$ cat config.mk
export PLATFORM = sky130hd
export DESIGN_NAME = pe_load_scheduler
export DESIGN_NICKNAME = d
export VERILOG_FILES = /design/src/rtl/pe_load_scheduler_pkg.sv /design/src/rtl/pe_load_scheduler_counter.sv /design/src/rtl/pe_load_scheduler.sv
export SDC_FILE = /design/constraint.sdc
export NUM_CORES = 1
export LEC_CHECK = 0
export CORE_UTILIZATION = 50
export CTS_CLUSTER_DIAMETER = 200
export DETAILED_ROUTE_END_ITERATION = 7
export PLACE_DENSITY_LB_ADDON = 0.25
export SYNTH_ARGS = -nofsm -noshare
export SYNTH_HDL_FRONTEND = slang
export SYNTH_SLANG_ARGS = --single-unit
$ cat constraint.sdc
create_clock -name clk -period 3.7 [get_ports clk]
set_input_delay 1.11 -clock clk [delete_from_list [all_inputs] [get_ports clk]]
set_output_delay 1.11 -clock clk [all_outputs]
set_load 0.02 [all_outputs]
$ cat src/rtl/pe_load_scheduler_pkg.sv
// Shared definitions for the PE load scheduler and its read controllers:
// scheduler state encoding and dataflow mode constants.
package pe_load_scheduler_pkg;

  typedef enum logic [3:0] {
    ST_IDLE   = 4'd0,
    ST_CLR    = 4'd1,
    ST_REQ_F  = 4'd2,
    ST_WAIT_F = 4'd3,
    ST_REQ_I  = 4'd4,
    ST_WAIT_I = 4'd5,
    ST_COMP   = 4'd6,
    ST_WAIT_C = 4'd7,
    ST_NEXT   = 4'd8,
    ST_FIN    = 4'd9
  } state_e;

  localparam logic [1:0] MODE_0 = 2'd0;
  localparam logic [1:0] MODE_1 = 2'd1;
  localparam logic [1:0] MODE_2 = 2'd2;

  // Mode 2 streams a fresh filter for every output window.
  function automatic logic reload_filter_each_window(input logic [1:0] m);
    return (m == MODE_2);
  endfunction

endpackage

$ cat src/rtl/pe_load_scheduler_counter.sv
// Parameterised up-counter with synchronous clear and a carry-out that flags
// the last count value (max_count - 1).
module pe_load_scheduler_counter
  import pe_load_scheduler_pkg::*;
#(
  parameter int WIDTH = 8
) (
  input  logic             clk,
  input  logic             rst,
  input  logic             clr,
  input  logic             cnt,
  input  logic [WIDTH-1:0] max_count,
  output logic [WIDTH-1:0] count,
  output logic             co
);

  logic [WIDTH-1:0] count_q;
  logic [WIDTH-1:0] count_d;

  assign co    = (count_q == (max_count - WIDTH'(1)));
  assign count = count_q;

  always_comb begin
    count_d = count_q;
    if (clr) begin
      count_d = '0;
    end else if (cnt) begin
      count_d = co ? '0 : (count_q + WIDTH'(1));
    end
  end

  always_ff @(posedge clk) begin
    if (rst) begin
      count_q <= '0;
    end else begin
      count_q <= count_d;
    end
  end

endmodule

$ cat src/rtl/pe_load_scheduler.sv
// Row sequencer for one PE: loads the filter scratchpad once per row (or per
// window in mode 2), reloads the ifmap scratchpad per window, then kicks the MAC.
module pe_load_scheduler
  import pe_load_scheduler_pkg::*;
#(
  parameter int FILTER_SIZE_WIDTH = 3,
  parameter int WIN_CNT_WIDTH     = 8
) (
  input  logic                     clk,
  input  logic                     rst,
  input  logic                     start,
  input  logic [1:0]               mode,
  input  logic [WIN_CNT_WIDTH-1:0] num_windows,
  input  logic                     filter_done,
  input  logic                     ifmap_done,
  input  logic                     compute_done,
  output logic                     clr_filter_addr,
  output logic                     clr_ifmap_addr,
  output logic                     r_next_filter,
  output logic                     r_next_ifmap,
  output logic                     compute_start,
  output logic [WIN_CNT_WIDTH-1:0] window_idx,
  output logic                     busy,
  output logic                     done
);

  // Filter size only travels to status logic elsewhere; nothing here uses it.
  if (FILTER_SIZE_WIDTH < 1) begin : g_filter_size_width_invalid
  end

  state_e                   state_q, state_d;
  logic [1:0]               mode_q;
  logic [WIN_CNT_WIDTH-1:0] num_q;
  logic                     armed_q, armed_d;
  logic                     cdone_q, cdone_d;
  logic                     done_q;

  logic clr_filter_c, clr_ifmap_c, r_next_filter_c, r_next_ifmap_c, compute_start_c;
  logic cnt_clr, cnt_inc, last_win;
  logic accept;

  assign accept = (state_q == ST_IDLE) && start && (num_windows != '0);

  pe_load_scheduler_counter #(
    .WIDTH(WIN_CNT_WIDTH)
  ) u_win_cnt (
    .clk      (clk),
    .rst      (rst),
    .clr      (cnt_clr),
    .cnt      (cnt_inc),
    .max_count(num_q),
    .count    (window_idx),
    .co       (last_win)
  );

  // armed_q is low in the first cycle of a wait state, so a read controller
  // that is slow to drop valid_end cannot release the wait early.
  always_comb begin
    state_d         = state_q;
    armed_d         = 1'b0;
    cdone_d         = cdone_q;
    clr_filter_c    = 1'b0;
    clr_ifmap_c     = 1'b0;
    r_next_filter_c = 1'b0;
    r_next_ifmap_c  = 1'b0;
    compute_start_c = 1'b0;
    cnt_clr         = 1'b0;
    cnt_inc         = 1'b0;
    case (state_q)
      ST_IDLE: begin
        if (start) begin
          if (num_windows != '0) begin
            state_d = ST_CLR;
            cnt_clr = 1'b1;
          end else begin
            state_d = ST_FIN;
          end
        end
      end
      ST_CLR: begin
        clr_filter_c = 1'b1;
        clr_ifmap_c  = 1'b1;
        state_d      = ST_REQ_F;
      end
      ST_REQ_F: begin
        r_next_filter_c = 1'b1;
        state_d         = ST_WAIT_F;
      end
      ST_WAIT_F: begin
        armed_d = 1'b1;
        if (armed_q && filter_done) begin
          state_d = ST_REQ_I;
        end
      end
      ST_REQ_I: begin
        r_next_ifmap_c = 1'b1;
        state_d        = ST_WAIT_I;
      end
      ST_WAIT_I: begin
        armed_d = 1'b1;
        cdone_d = 1'b0;
        if (armed_q && ifmap_done) begin
          state_d = ST_COMP;
        end
      end
      ST_COMP: begin
        compute_start_c = 1'b1;
        if (compute_done) begin
          cdone_d = 1'b1;
        end
        state_d = ST_WAIT_C;
      end
      ST_WAIT_C: begin
        if (compute_done || cdone_q) begin
          state_d = ST_NEXT;
        end
      end
      ST_NEXT: begin
        if (last_win) begin
          state_d = ST_FIN;
        end else begin
          cnt_inc     = 1'b1;
          clr_ifmap_c = 1'b1;
          if (reload_filter_each_window(mode_q)) begin
            clr_filter_c = 1'b1;
            state_d      = ST_REQ_F;
          end else begin
            state_d = ST_REQ_I;
          end
        end
      end
      ST_FIN: begin
        state_d = ST_IDLE;
      end
      default: begin
        state_d = ST_IDLE;
      end
    endcase
  end

  // done is registered off FIN so it lands in the cycle busy has already dropped.
  always_ff @(posedge clk) begin
    if (rst) begin
      state_q <= ST_IDLE;
      mode_q  <= MODE_0;
      num_q   <= '0;
      armed_q <= 1'b0;
      cdone_q <= 1'b0;
      done_q  <= 1'b0;
    end else begin
      state_q <= state_d;
      armed_q <= armed_d;
      cdone_q <= cdone_d;
      done_q  <= (state_q == ST_FIN);
      if (accept) begin
        mode_q <= mode;
        num_q  <= num_windows;
      end
    end
  end

  // Pulses are suppressed while rst is held so nothing escapes the reset cycle.
  assign clr_filter_addr = clr_filter_c & ~rst;
  assign clr_ifmap_addr  = clr_ifmap_c & ~rst;
  assign r_next_filter   = r_next_filter_c & ~rst;
  assign r_next_ifmap    = r_next_ifmap_c & ~rst;
  assign compute_start   = compute_start_c & ~rst;
  assign busy            = (state_q != ST_IDLE);
  assign done            = done_q;

endmodule

==> flow_summary.ini <==
[worst_setup_path]
critPathCapture = clr_filter_addr
r2r_slack_ns = 1.17
crit_start = num_q[1]
path_cells = inv_2, ha_4, or3b_4, o31a_1, or3_4, nor4_4, nand2b_4, o22ai_2, buf_6
cp.depth = 9
critPathBufInv = 2
r2r_cells = 10
crit_slowest_cell = or3b_4
endpoint_kind = primary output
cp.required_ns = 2.59
rr_endpoint = state_q[3]
crit_path_start_kind = register
crit_arrival_ns = 2.57
reg2reg_from = num_q[1]
max_stage_delay_ns = 0.37
cp_top_family = simple AND/OR/NAND/NOR gates
cp_max_fo = 3
worst-setup-path-type = reg2out

[flow_run]
maxCapViolations = 0

[sta]
tightest_slew_ns = 0.417
rsz0062_at_grt = true
slew_violations = 0
finalCritPeriodShare_pct = 99.3
worst_slack_ns = 0.0241
finalHoldViolations = 0
min_period_ns = 3.68
max_slew_margin_pct = 72.2
fmax_mhz = 272
setup_viol = 0
fin_skew_ns = 0.00763

[grt]
grt_most_used_layer = met2
grt_max_degree = 18
antenna_found_initial = 0
grt_pass1_wl_um = 5740
grt_overflow = 0
grt_pass1_vias = 1343
use_met1_pct = 29.2
grt_util_all_layers_pct = 22.4
use_met2_pct = 38.8
grt_use_met3_pct = 3.00

[yosys]
synth_top_family_by_area = simple AND/OR/NAND/NOR gates
synth_area_leaders = dfxtp_1 (34%), mux2i_1 (6.1%), nor2_1 (4.8%)
synth_area_mm2 = 0.00148
yosys.area_share.simple_pct = 30.6
syn_area_per_cell_um2 = 8.35
synthCells = 177
synth_commonest_cells = dfxtp_1 (25), nor2_1 (19), a21oi_1 (12), nand2_1 (11), mux2i_1 (9)
synthFlopType = dfxtp_1
synth_edf_count = 0
ys_seq_area_share_pct = 33.9
synth_fa_ha_area_share_pct = 1.69
yosys_warnings = 0
syn-num-nets = 195
synthArstFlopShare_pct = 0
synth_xor_area_share_pct = 6.52
yosys.cell_types.count = 45
synth_top_area_share_pct = 33.9
yosysTopAreaCell = dfxtp_1
synth-seq-cells = 25
muxShareOfSynthArea_pct = 6.86
synth.most_common_cell = dfxtp_1
synth_compound_area_share_pct = 16.7

[pwr]
peakVddDrop_v = 0.000216
power_uw = 618
p_leak_uw = 0.000727
powerDensity_mw_per_mm2 = 319

[die]
core_area_mm2 = 0.00278
die_area_mm2 = 0.00318
die_w_um = 56.4
die_height_um = 56.4
start_util_pct = 53.1
row_count = 19
io_pins = 31

[final_layout]
diodes = 0
syn_to_final_growth_pct = 31.1
nFillCells = 225
layout-drive-gt1-share_pct = 16.1
nets = 236

[cts]
cts_tree = yes
clk_pin_slew_worst_paths_ns = 0.14
clockRootBuffer = clkbuf_4
htreeDepth = 1
cts_inserted_buffers = 3
clk_path_buf_depth = 2
holdBufCountCts = 0
cts_sinks = 25
clk_latency_ns = 0.32

[drt]
dr.first_iter.drc_count = 36
drcViolationCount = 0
routed_wl_um = 3630
post_drt_wl_per_cell_um = 14.6
antenna_left = 0
vias = 1484
via_per_inst = 5.98
drt_pass1_iterations = 4

[placement]
hpwl_um = 2690
place.gp.congestion = 0.847
pre_cts_ws_ns = -0.166
portBuffers = 30

[min_path]
min_path_type = reg2reg

[status]
outcome = completed
[tightest hold or removal path, cell delays in order (launching register included)]
cell and delay, ns:
dfxtp_1 0.35, o21ai_0 0.07, a21oi_1 0.06
[cells in the final DEF, fill, tap and decap left out, drive strengths merged, types with 2 or more instances in the layout]
cell type / n
nor2: 19
o22ai: 2
nand2: 11
o21ai: 8
nor3b: 2
o31ai: 3
clkbuf: 4
clkdlybuf4s50: 25
or3: 6
nor4: 4
nand3: 7
nand2b: 7
buf: 17
or4: 7
ha: 2
nor2b: 2
a21oi: 13
inv: 2
xnor2: 7
dlygate4sd2: 3
and2: 2
nand4: 4
o211ai: 3
xor2: 4
dfxtp: 25
mux2i: 9
nor3: 4
[timing repair]
item	CTS	global route
endpoints found under the setup margin	5	2
resized for setup	12	12
pin swaps	1	5
buffers inserted	0	1
[kinds of logic after synthesis]
family                   Yosys count
AND/OR/NAND/NOR                   79
AO/OA/AOI/OAI                     39
XOR/XNOR                          11
adder cells (fa/ha/maj)            2
multiplexers                      10
flip-flops                        25
buffers and inverters             11
[state kept, by name, indices dropped and copies added, names as in the netlist]
name             flops
cdone_q              1
mode_q               2
armed_q              1
done                 1
state_q              4
u_win_cnt.count      8
num_q                8
[report_power, final]
part           leakage (uW)  switching (uW)  internal, uW  total (uW)
logic              0.000508            96.3           100         197
clock network     0.0000150            83.0          42.1         125
registers          0.000204            13.1           283         296
total              0.000727             192           426         618
[through the flow]
step / std cells / TNS (ns) / util [%] / area (um^2) / hold WS [ns]
after global placement: 243 / -0.190 / 67.3 / 1870 / 0.472
final: 248 / 0 / 69.6 / 1940 / 0.512
after CTS: 247 / 0 / 68.1 / 1890 / 0.508
after global routing: 248 / -0.143 / 69.6 / 1940 / 0.566
after detailed placement: 243 / -0.287 / 67.3 / 1870 / 0.487
after floorplan: 177 / 0 / - / 1480 / 0.455
[layout make-up]
cell class	instances	area, um^2	area share [%]
flip-flops and latches	25	503	26.0
repair buffers	45	408	21.1
multi-input cells	141	953	49.2
inverters	2	7.51	0.388
clock buffers	4	26.3	1.36
well taps	31	38.8	2.00
[layer usage]
| metal | up-vias | routed length [um] |
|---|---|---|
| met3 | 4 | 174 |
| met2 | 47 | 1890 |
| met5 | - | 0 |
| met1 | 698 | 1530 |
| met4 | 0 | 31 |
| li1 | 735 | - |
[how the worst min path moves through the flow]
stage	from	to	slack [ns]	depth (start not counted)
detailed placement	cdone_q	cdone_q	0.49	2
global route	cdone_q	cdone_q	0.57	2
CTS	cdone_q	cdone_q	0.51	2
floorplan	mode_q[1]	mode_q[1]	0.46	2
global placement	mode_q[1]	mode_q[1]	0.47	2
finish	cdone_q	cdone_q	0.51	2
(Power assumes the default switching activity.)
==> patch (same settings) <==
Set the parameter `WIN_CNT_WIDTH` to 6 (it was 8).
--- a/src/rtl/pe_load_scheduler.sv
+++ b/src/rtl/pe_load_scheduler.sv
@@ -4,7 +4,7 @@
   import pe_load_scheduler_pkg::*;
 #(
   parameter int FILTER_SIZE_WIDTH = 3,
-  parameter int WIN_CNT_WIDTH     = 8
+  parameter int WIN_CNT_WIDTH     = 6
 ) (
   input  logic                     clk,
   input  logic                     rst,
Ports: changed (resized num_windows and window_idx); port bits go from 31 to 27. The function was not compared with the original's and may differ.
==> patch against the unedited design <==
- setup slack better by 0.032 ns
- total power fell by 16%
- routed wire length down 9.8%
- sequential cell count fell by 4
- design area fell by 10%
- synthesized cell count fell by 6.2%
- synthesized area shrank 8.3%
- largest power group unchanged
==> patch: results (changes against the unedited design) <==
{| class="wikitable"
! Metric !! Value
|-
| Outcome || finished clean (unchanged)
|-
| Reg-to-reg slack, setup || 1.50 ns (was 1.17 ns)
|-
| Count of cells along the worst register-to-register path || 7 (was 10)
|-
| Combinational share of power || 0.287 (was 0.318)
|-
| Capturing element of the worst setup path || compute_start (was clr_filter_addr)
|-
| Final RePlAce weighted congestion || 0.927 (was 0.847)
|-
| Via count of the first global-routing pass || 1190 (was 1343)
|-
| Start point of the critical path || rst (was num_q[1])
|-
| Total of buffers placed on input and output ports || 26 (was 30)
|-
| Portion of the post-synthesis area used by sequential elements || 0.310 (was 0.339)
|-
| Pre-CTS WS || -0.0882 ns (was -0.166 ns)
|-
| Total GRT Usage || 0.254 (was 0.224)
|-
| Slowest-stage cell, CP || sky130_fd_sc_hd__clkdlybuf4s50_1 (was sky130_fd_sc_hd__or3b_4)
|-
| Net count, final || 218 (was 236)
|-
| Worst Path Arrival || 2.53 ns (was 2.57 ns)
|-
| Main area contributors after synthesis || sky130_fd_sc_hd__dfxtp_1, sky130_fd_sc_hd__mux2i_1, sky130_fd_sc_hd__nor2_1 (unchanged)
|-
| Setup Skew || 0.0110 ns (was 0.00763 ns)
|-
| Router iterations before antenna repair || 4 (unchanged)
|-
| Iteration-0 DRC count of the detailed router || 45 (was 36)
|-
| Number of nets produced by synthesis || 182 (was 195)
|-
| Post-place instance area || 0.00171 mm² (was 0.00187 mm²)
|-
| Highest fanout seen on the critical path || 4 (was 3)
|-
| Leakage Power || 0.681 nW (was 0.727 nW)
|-
| Worst path setup slack after routing || 0.0563 ns (was 0.0241 ns)
|-
| Vias per cell || 5.83 (was 5.98)
|-
| Clock-pin transition on the worst setup and hold timing paths || 0.12 ns (was 0.14 ns)
|-
| Worst Min Path Start || num_q[4] (was cdone_q)
|-
| Worst max-slew margin expressed relative to the limit || 0.621 (was 0.722)
|-
| Seq. pwr || 0.000253 W (was 0.000296 W)
|-
| Number of fill cells in the layout || 213 (was 225)
|-
| Top cell family by delay on the critical path || buffers and inverters (was simple AND/OR/NAND/NOR gates)
|-
| Proportion of total power due to net switching || 0.324 (was 0.311)
|-
| Maximum number of pins on one net before global-route repair || 18 (unchanged)
|-
| DPL Wire Length || 2540 µm (was 2690 µm)
|-
| Critical R2R Launch || num_q[2] (was num_q[1])
|-
| Critical path's largest stage delay || 0.60 ns (was 0.37 ns)
|-
| Worst vdd ir || 0.000301 V (was 0.000216 V)
|-
| Synth top cells by count || sky130_fd_sc_hd__dfxtp_1, sky130_fd_sc_hd__nor2_1, sky130_fd_sc_hd__nand2_1 (was sky130_fd_sc_hd__dfxtp_1, sky130_fd_sc_hd__nor2_1, sky130_fd_sc_hd__a21oi_1)
|-
| Layout cells sized above 1 || 0.124 (was 0.161)
|}
patch: worst min path at each step:
| stage | slack [ns] | end | cells after the start |
|---|---|---|---|
| after floorplan | 0.46 | mode_q[1] | 2 |
| after global placement | 0.48 | mode_q[1] | 2 |
| after detailed placement | 0.50 | mode_q[1] | 2 |
| after CTS | 0.52 | num_q[4] | 2 |
| after global routing | 0.55 | u_win_cnt.count[5] | 2 |
| final | 0.52 | num_q[4] | 2 |
patch: per-stage QoR:
step	instances	total power [W]	setup TNS (ns)	utilization
2_1_floorplan	166	0.000352	0	-
3_3_place_gp	226	0.000400	0	0.679
3_5_place_dp	226	0.000405	-0.119	0.679
4_1_cts	230	0.000518	0	0.688
5_1_grt	231	0.000543	0	0.689
6_report	231	0.000517	0	0.689
patch: area by class of cell:
class | instances | share of cell area
inverter | 6 | 0.0130
multi-input combinational | 131 | 0.508
clock buffer | 3 | 0.0130
clock inverter | 1 | 0.00288
timing repair buffer | 39 | 0.199
tap | 30 | 0.0216
sequential | 21 | 0.243
patch: cells by family (layout without fill, tap and decap cells):
family / count (synthesis) / after routing / synth area share
DFF: 21 / 21 / 0.310
muxes: 13 / 13 / 0.0960
adders and majority gates: 2 / 2 / 0.0185
xor gates and xnor gates: 8 / 8 / 0.0517
and+or+nand+nor: 73 / 73 / 0.280
buffers and inverters: 14 / 49 / 0.0388
AOI/OAI and AO/OA: 35 / 35 / 0.205
patch: timing repair:
action	in CTS	in global routing
setup endpoints to repair	3	2
pin swaps	1	2
gates resized for setup	3	5
hold buffers	0	0
setup buffers	0	1
patch: metal layers:
metal | GRT usage | share of wire
met5 | 0 | 0
met4 | 0.0726 | 0.0058
met3 | 0.0565 | 0.063
met2 | 0.416 | 0.47
met1 | 0.332 | 0.46
